### src/rtl/mem_stage.sv
// rtl/mem_stage.sv - memory pipeline stage: EX/MEM register, data-memory handshake, MEM/WB register
//
// Purpose: captures execute-stage results, issues aligned loads/stores to the
// data memory over a req/ack handshake, stalls upstream while an access is
// outstanding, extends load data and flags misaligned or timed-out accesses.
//
// Ports:
//   clk, reset                      clock, asynchronous active-low reset
//   mem_flush                       load a bubble into EX/MEM
//   Branch .. overflow              execute-stage outputs (EX/MEM inputs)
//   dm_req/we/addr/be/wdata         data-memory request (outputs)
//   dm_rdata, dm_ack                data-memory response (inputs)
//   mem_stall                       freeze upstream stages this cycle
//   *_out, adel, ades, bus_err      MEM/WB register contents
module mem_stage #(
   parameter int TIMEOUT = 16,
   parameter int CNT_W   = 5
) (
   input  logic        clk,
   input  logic        reset,
   input  logic        mem_flush,
   input  logic        Branch,
   input  logic        MemtoReg,
   input  logic        RegWrite,
   input  logic        mtc0,
   input  logic        mfc0,
   input  logic [1:0]  MemWrite,
   input  logic [2:0]  MemRead,
   input  logic [31:0] Aluout,
   input  logic [31:0] busB,
   input  logic [4:0]  rd,
   input  logic        overflow,
   output logic        dm_req,
   output logic        dm_we,
   output logic [31:0] dm_addr,
   output logic [3:0]  dm_be,
   output logic [31:0] dm_wdata,
   input  logic [31:0] dm_rdata,
   input  logic        dm_ack,
   output logic        mem_stall,
   output logic        MemtoReg_out,
   output logic        RegWrite_out,
   output logic [4:0]  rd_out,
   output logic [31:0] Aluout_out,
   output logic [31:0] memdata_out,
   output logic        mtc0_out,
   output logic        mfc0_out,
   output logic        adel,
   output logic        ades,
   output logic        bus_err
);

   localparam logic [CNT_W-1:0] TMO = CNT_W'(TIMEOUT);

   typedef enum logic {S_IDLE = 1'b0, S_WAIT = 1'b1} state_t;

   typedef struct packed {
      logic        memtoreg;
      logic        regwrite;
      logic        mtc0;
      logic        mfc0;
      logic [1:0]  memwrite;
      logic [2:0]  memread;
      logic [31:0] aluout;
      logic [31:0] busb;
      logic [4:0]  rd;
   } exmem_t;

   typedef struct packed {
      logic        memtoreg;
      logic        regwrite;
      logic        mtc0;
      logic        mfc0;
      logic [4:0]  rd;
      logic [31:0] aluout;
      logic [31:0] memdata;
      logic        adel;
      logic        ades;
      logic        bus_err;
   } memwb_t;

   state_t           state_q, state_d;
   logic [CNT_W-1:0] cnt_q, cnt_d;
   exmem_t           exm_q, exm_d;
   memwb_t           mwb_q, mwb_d;

   logic        is_store, is_load, is_half, is_word, memop, misal, access;
   logic        abort, complete;
   logic [1:0]  a_lo;
   logic [7:0]  ld_byte;
   logic [15:0] ld_half;
   logic [31:0] ld_ext;

   // Branch and overflow are consumed upstream; this stage does not use them.
   logic unused_ex_inputs;
   assign unused_ex_inputs = Branch ^ overflow;

   // ---------------- access decode on EX/MEM contents ----------------
   assign a_lo     = exm_q.aluout[1:0];
   assign is_store = (exm_q.memwrite != 2'b00);
   // A store encoding takes precedence if both fields are set.
   assign is_load  = !is_store && (exm_q.memread != 3'd0) && (exm_q.memread <= 3'd5);
   assign is_half  = is_store ? (exm_q.memwrite == 2'b10)
                              : (exm_q.memread == 3'd3 || exm_q.memread == 3'd4);
   assign is_word  = is_store ? (exm_q.memwrite == 2'b11) : (exm_q.memread == 3'd5);
   assign memop    = is_store | is_load;
   assign misal    = memop && ((is_half && a_lo[0]) || (is_word && a_lo != 2'b00));
   assign access   = memop && !misal;

   // ---------------- handshake FSM ----------------
   always_ff @(posedge clk or negedge reset) begin
      if (!reset) begin
         state_q <= S_IDLE;
         cnt_q   <= '0;
      end else begin
         state_q <= state_d;
         cnt_q   <= cnt_d;
      end
   end

   always_comb begin
      state_d = state_q;
      cnt_d   = cnt_q;
      dm_req  = 1'b0;
      abort   = 1'b0;
      case (state_q)
         S_IDLE: begin
            if (access) begin
               dm_req = 1'b1;
               if (!dm_ack) begin
                  state_d = S_WAIT;
                  cnt_d   = CNT_W'(1);
               end
            end
         end
         S_WAIT: begin
            // EX/MEM is frozen while here, so the request fields stay stable.
            // An ack in the timeout cycle still completes the access.
            if (dm_ack) begin
               dm_req  = 1'b1;
               state_d = S_IDLE;
               cnt_d   = '0;
            end else if (cnt_q == TMO) begin
               abort   = 1'b1;
               state_d = S_IDLE;
               cnt_d   = '0;
            end else begin
               dm_req = 1'b1;
               cnt_d  = cnt_q + CNT_W'(1);
            end
         end
         default: begin
            state_d = S_IDLE;
            cnt_d   = '0;
         end
      endcase
   end

   assign mem_stall = dm_req & ~dm_ack;
   assign complete  = dm_req & dm_ack;

   // ---------------- request fields (zero when idle) ----------------
   always_comb begin
      dm_we    = dm_req & is_store;
      dm_addr  = dm_req ? {exm_q.aluout[31:2], 2'b00} : 32'd0;
      dm_be    = 4'b0000;
      dm_wdata = 32'd0;
      if (dm_req) begin
         if (is_store) begin
            case (exm_q.memwrite)
               2'b01: begin
                  dm_be    = 4'b0001 << a_lo;
                  dm_wdata = {4{exm_q.busb[7:0]}};
               end
               2'b10: begin
                  dm_be    = 4'b0011 << a_lo;
                  dm_wdata = {2{exm_q.busb[15:0]}};
               end
               default: begin
                  dm_be    = 4'b1111;
                  dm_wdata = exm_q.busb;
               end
            endcase
         end else begin
            dm_be = 4'b1111;
         end
      end
   end

   // ---------------- load lane select and extension ----------------
   always_comb begin
      case (a_lo)
         2'd0:    ld_byte = dm_rdata[7:0];
         2'd1:    ld_byte = dm_rdata[15:8];
         2'd2:    ld_byte = dm_rdata[23:16];
         default: ld_byte = dm_rdata[31:24];
      endcase
      ld_half = a_lo[1] ? dm_rdata[31:16] : dm_rdata[15:0];
      case (exm_q.memread)
         3'd1:    ld_ext = {{24{ld_byte[7]}}, ld_byte};
         3'd2:    ld_ext = {24'd0, ld_byte};
         3'd3:    ld_ext = {{16{ld_half[15]}}, ld_half};
         3'd4:    ld_ext = {16'd0, ld_half};
         3'd5:    ld_ext = dm_rdata;
         default: ld_ext = 32'd0;
      endcase
   end

   // ---------------- EX/MEM register ----------------
   always_comb begin
      exm_d = exm_q;
      if (!mem_stall) begin
         if (mem_flush) begin
            exm_d = '0;
         end else begin
            exm_d.memtoreg = MemtoReg;
            exm_d.regwrite = RegWrite;
            exm_d.mtc0     = mtc0;
            exm_d.mfc0     = mfc0;
            exm_d.memwrite = MemWrite;
            exm_d.memread  = MemRead;
            exm_d.aluout   = Aluout;
            exm_d.busb     = busB;
            exm_d.rd       = rd;
         end
      end
   end

   // ---------------- MEM/WB register ----------------
   // A stalled cycle writes a bubble so write-back never repeats an instruction.
   always_comb begin
      mwb_d = '0;
      if (!mem_stall) begin
         mwb_d.memtoreg = exm_q.memtoreg;
         mwb_d.regwrite = exm_q.regwrite & ~misal & ~abort;
         mwb_d.mtc0     = exm_q.mtc0;
         mwb_d.mfc0     = exm_q.mfc0;
         mwb_d.rd       = exm_q.rd;
         mwb_d.aluout   = exm_q.aluout;
         mwb_d.memdata  = (complete && is_load) ? ld_ext : 32'd0;
         mwb_d.adel     = misal & is_load;
         mwb_d.ades     = misal & is_store;
         mwb_d.bus_err  = abort;
      end
   end

   always_ff @(posedge clk or negedge reset) begin
      if (!reset) begin
         exm_q <= '0;
         mwb_q <= '0;
      end else begin
         exm_q <= exm_d;
         mwb_q <= mwb_d;
      end
   end

   assign MemtoReg_out = mwb_q.memtoreg;
   assign RegWrite_out = mwb_q.regwrite;
   assign mtc0_out     = mwb_q.mtc0;
   assign mfc0_out     = mwb_q.mfc0;
   assign rd_out       = mwb_q.rd;
   assign Aluout_out   = mwb_q.aluout;
   assign memdata_out  = mwb_q.memdata;
   assign adel         = mwb_q.adel;
   assign ades         = mwb_q.ades;
   assign bus_err      = mwb_q.bus_err;

endmodule

### config.mk
export PLATFORM = sky130hd
export DESIGN_NAME = mem_stage
export DESIGN_NICKNAME = d
export VERILOG_FILES = /design/src/rtl/mem_stage.sv
export SDC_FILE = /design/constraint.sdc
export NUM_CORES = 1
export LEC_CHECK = 0
export CORE_ASPECT_RATIO = 1.5
export CORE_MARGIN = 4
export CORE_UTILIZATION = 48
export CTS_CLUSTER_DIAMETER = 80
export DETAILED_ROUTE_END_ITERATION = 16
export GPL_TIMING_DRIVEN = 0
export PLACE_DENSITY = 0.95
export SETUP_SLACK_MARGIN = 0.02
export SKIP_CTS_REPAIR_TIMING = 1
export SLEW_MARGIN = 40
export SYNTH_ARGS = -nofsm -noshare
export SYNTH_HDL_FRONTEND = slang
export SYNTH_SLANG_ARGS = --single-unit
### constraint.sdc
create_clock -name clk -period 4 [get_ports clk]
set_clock_uncertainty 0.1 [all_clocks]
set_input_delay 0.6 -clock clk [delete_from_list [all_inputs] [get_ports clk]]
set_output_delay 0.6 -clock clk [all_outputs]
set_load 0.01 [all_outputs]
Word-level counts from Yosys, hierarchy flattened
Cells that the tools add are included.

operators by class
  add/sub/neg operators = 1
  order comparisons = 1
  equality and inequality tests = 13
  shift-type cells = 2
  mux-type cells = 31
  bitwise gates (word level) = 12
  reduce and logical (&&, ||, !) cells = 16

operator list
  operator             number
  $pmux 32 s5          1
  $mux 32              4
  $mux 78              1
  $mux 76              1
  $pmux 32 s2          1
  $pmux 8 s3           1
  $mux 5               4
  $mux 16              1
  $mux 1               11
  $pmux 5 s2           1
  $mux 4               2
  $pmux 4 s2           1
  $and 1x1->1          7
  $logic_and 1x1->1    7
  $eq 2x2->1 const B   3
  $eq 3x2->1 const B   2
  $eq 3x3->1 const B   2
  $add 5x1->5 const B  1
  $eq 5x5->1 const B   1
  $eq 2x1->1 const B   2
  $ne 2x2->1 const B   2
  $not 1->1            4
  $pmux 1 s2           2
  $reduce_bool 2->1    2
  other kinds (10)     12

word-level totals
  register bits after elaboration = 160
  input bits = 116
  output and inout bits = 147
  word-level logic and storage cells = 97

Logic depth before layout (Yosys ltp)
  depth after elaboration = 14
  gate-level depth with buffers = 9
  mapped depth without buffers = 6

Worst setup path before layout
Ideal clock, no wire load.

  path kind = reg-to-output
  start point = reg exm_q[72] (netlist bit)
  end point = out dm_addr[10]
  data arrival time = 1.993 ns
  data required time = 3.300 ns
  slack = 1.307 ns
  cell stages (with the launch flop) = 9
  path buffers = 2
  path through = dfrtp_1 -> inv_1 -> ha_1 -> clkbuf_1 -> inv_1 -> o21bai_2 -> a31o_2 -> clkbuf_1 -> and3_1

between the ends
  cells in the longest elaborated chain, start to end = 11
  elaborated cells on any way between the ends = 18
  classes of those cells = 2 x eq/ne; 5 x mux; 1 x bitwise; 10 x reduce/logical

RTL lines
  element                          line  source
  start: declaration               84    exmem_t exm_q, exm_d;
  start signal: assignment         252   exm_q <= exm_d;
  $reduce_bool 2->1                100   assign is_store = (exm_q.memwrite != 2'b00);
  $logic_not 1->1                  102   assign is_load = !is_store && (exm_q.memread != 3'd0) && (exm_q.memread <= 3'd5);
  $logic_and 1x1->1 (2 in series)  102
  $or 1x1->1                       106   assign memop = is_store | is_load;
  $logic_and 1x1->1                107   assign misal = memop && ((is_half && a_lo[0]) || (is_word && a_lo != 2'b00));
  $logic_not 1->1                  108   assign access = memop && !misal;
  $logic_and 1x1->1 (*)            108
  $mux 1 (*)                       128   if (access) begin
  $pmux 1 s2 (*)                   126   case (state_q)
  $mux 32 (*)                      165   dm_addr = dm_req ? {exm_q.aluout[31:2], 2'b00} : 32'd0;
  end: declaration                 35    output logic [31:0] dm_addr,

Every way passes the cells marked *; elsewhere a longest branch is shown, timed or not.

Final worst setup path
  start point = reg exm_q[72] (netlist bit)
  end point = out dm_be[3]

between the ends
  cells in the longest elaborated chain, start to end = 11
  elaborated cells on any way between the ends = 21
  classes of those cells = 3 x eq/ne; 7 x mux; 1 x bitwise; 10 x reduce/logical

RTL lines
  element                          line  source
  $reduce_bool 2->1                100
  $logic_not 1->1                  102
  $logic_and 1x1->1 (2 in series)  102
  $or 1x1->1                       106
  $logic_and 1x1->1                107
  $logic_not 1->1                  108
  $logic_and 1x1->1                108
  $mux 1                           128
  $pmux 1 s2                       126
  $mux 4 (*)                       168   if (dm_req) begin
  end: declaration                 36    output logic [3:0] dm_be,

Marks and branches as above.

==> flow_summary.ini <==
[clock_tree]
clock_sinks = 160
insertion_delay_ns = 0.41
tritoncts = built
cts_buffers = 17
cts_root_buffer = clkbuf_16
cts.clk_slew.worst_paths_ns = 0.06
clockBufferDepth = 2
cts_htree_levels = 4

[pwr]
cellPowerDensity_nw_per_um2 = 783
p_leak_uw = 0.00513
total_power_uw = 9020
vdd_ir_drop_max_mv = 0.440

[global_route]
grtUsageMet2_pct = 46.0
grt_max_degree = 79
busiest_layer = met2
met3_usage_pct = 5.72
grt_pass1_vias = 6960
grt.overflow.total = 0
grtUsageTotal_pct = 26.0
antenna_found_initial = 0
grt_pass1_wl_um = 38200
grtUsageMet1_pct = 28.9

[yosys]
ys_top_cells_by_count = dfrtp_1, nor2b_1, mux2_4
syn_area_per_cell_um2 = 11.5
netlist_area_um2 = 8030
synth_area_leaders = dfrtp_1, mux2_4, nor2b_1
synth_top_area_share_pct = 49.9
yosysMostFrequentCell = dfrtp_1
syn_inst = 698
synth_edf_count = 0
yosys_register_bits = 160
ys_seq_area_share_pct = 49.9
yosysWarnings = 0
synth_largest_area_cell = dfrtp_1
synthArstFlopShare_pct = 100
ys.flop_type = dfrtp_1
synth_cell_types = 55

[die]
die-area_um2 = 18900
rows = 57
die_x_um = 114
core_um2 = 16300
initial_core_util_pct = 49.1
pin_count = 263
die_y_um = 166

[timing]
hold_viol_final = 0
fmax_mhz = 261
tns_ns = 0
setup_viol = 0
drv_slew = 0
timing.slew.headroom_pct = 50.5
hold_slack_ns = 0.380
fin_crit_ns = 3.83
fin_ws_ns = 0.173
period_share_pct = 95.7
worstMarginPinSlew_ns = 0.742
rsz0062_at_grt = false

[setup_path]
cp_slowest_cell = clkdlybuf4s50_1
crit_fanout = 10
cp.arrival_ns = 3.13
critPathTopFamily = buffers and inverters
slowest_delay_ns = 0.58
critPathLaunchType = register
path_cells = inv_1 -> ha_1 -> clkbuf_2 -> inv_1 -> o21bai_4 -> a31o_4 -> clkbuf_2 -> and3_1 -> clkdlybuf4s50_1
crit_required_ns = 3.30
crit_buf_inv = 5
crit_type = register to output pin
end_kind = output pin

[outcome]
outcome = finished, final reports clean

[cells_and_area]
final_nets = 1101
n_fill_cell = 1156
antenna_cells = 0
drive_gt1_share_pct = 15.2
area_growth_pct = 43.5

[detailed_routing]
routedWlPerCell_um = 20.8
totalWireLength_um = 24900
route.detailed.drc = 0
vias = 6634
dr.pass1.iters = 6
final_antenna_net_count = 0
dr.first_iter.drc_count = 597
via_per_inst = 5.54

[place]
pre_cts_ws_ns = 0.146
io_buffers = 257
gp_congestion = 0.933
hpwl_um = 18900

[job]
drv_cap = 0

[min_path]
holdCritPathClass = register to register
## layout make-up
type / instances / area [µm²] / area share [%]
Buffer: 60 / 370 / 3.21
Clock buffer: 19 / 433 / 3.76
Clock inverter: 13 / 129 / 1.12
Inverter: 21 / 78.8 / 0.684
Multi-Input combinational cell: 458 / 3610 / 31.3
Sequential cell: 160 / 4000 / 34.8
Tap cell: 206 / 258 / 2.24
Timing Repair Buffer: 260 / 2640 / 22.9
## cell families after synthesis
family	after synthesis	synth area share, %
xor gates and xnor gates	3	0.327
DFF	160	49.9
and+or+nand+nor	265	19.0
adders and majority gates	7	1.09
other	1	0.0467
muxes	88	15.5
buffers and inverters	81	5.52
AOI/OAI and AO/OA	93	8.68
## per-stage QoR
| stage | util [%] | cells | cell area, µm² |
|---|---|---|---|
| final | 70.5 | 1197 | 11500 |
| after CTS | 70.3 | 1196 | 11500 |
| after detailed placement | 66.9 | 1164 | 10900 |
| after floorplan | - | 699 | 8030 |
| after global placement | 66.5 | 1162 | 10900 |
| after global routing | 70.5 | 1197 | 11500 |
## final timing paths
check / startpoint / to / slack (ns) / cells past startpoint
worst max register to register: exm_q[70] / exm_q[52] / 1.38 / 8
worst max-delay path: exm_q[72] / dm_be[3] / 0.17 / 9
worst min register to register: exm_q[2] / rd_out[2] / 0.38 / 1
worst min-delay path: exm_q[2] / rd_out[2] / 0.38 / 1
max in group asynchronous: reset / rd_out[4] / 2.28 / 4
min in group asynchronous: reset / exm_q[49] / 0.54 / 2
## sequential cells by signal, indices dropped and copies added, names as in the netlist
name and count:
a_lo 2, exm_q 76, MemtoReg_out 1, RegWrite_out 1, Aluout_out 32, memdata_out 32, adel 1, mtc0_out 1
state_q 1, ades 1, bus_err 1, cnt_q 5, mfc0_out 1, rd_out 5
## placed cells by master (no fill, tap or decap), types with 3 or more instances in the layout
cell and instances:
dfrtp_1 160, a211oi_1 7, and3_1 35, nand2_1 4
mux2_4 47, o21ai_0 8, mux2i_1 12, a22oi_1 14
a222oi_1 8, buf_2 10, clkinvlp_4 4, nor3_1 36
nand3_1 4, a21oi_1 28, a22o_1 4, mux4_2 8
ha_1 7, a221oi_1 8, clkbuf_2 8, and2_1 43
mux2_2 21, clkdlybuf4s50_1 256, inv_1 21, xnor2_1 3
nor2b_1 79, inv_6 6, nand2b_1 17, clkbuf_1 27
buf_4 7, buf_12 5, clkbuf_16 17, nor2_1 37
buf_1 3
## power breakdown
| part | internal (µW) | total, µW | switching, µW |
|---|---|---|---|
| clock network | 873 | 1560 | 692 |
| registers | 2170 | 2490 | 327 |
| logic | 2550 | 4960 | 2410 |
## worst register-to-register path: stages, from the launching register on
cell and delay [ns]:
dfrtp_1 0.39, buf_4 0.17, and3b_1 0.20, clkbuf_1 0.42, o21bai_4 0.18, a31oi_4 0.28
buf_6 0.25, buf_12 0.19, mux2_4 0.32
## metal layers
metal	part of all wire [%]	wire [µm]
met5	0	0
met4	5.5	1370
met3	7.3	1810
met2	52	13000
met1	35	8780
(Power assumes the default switching activity.)
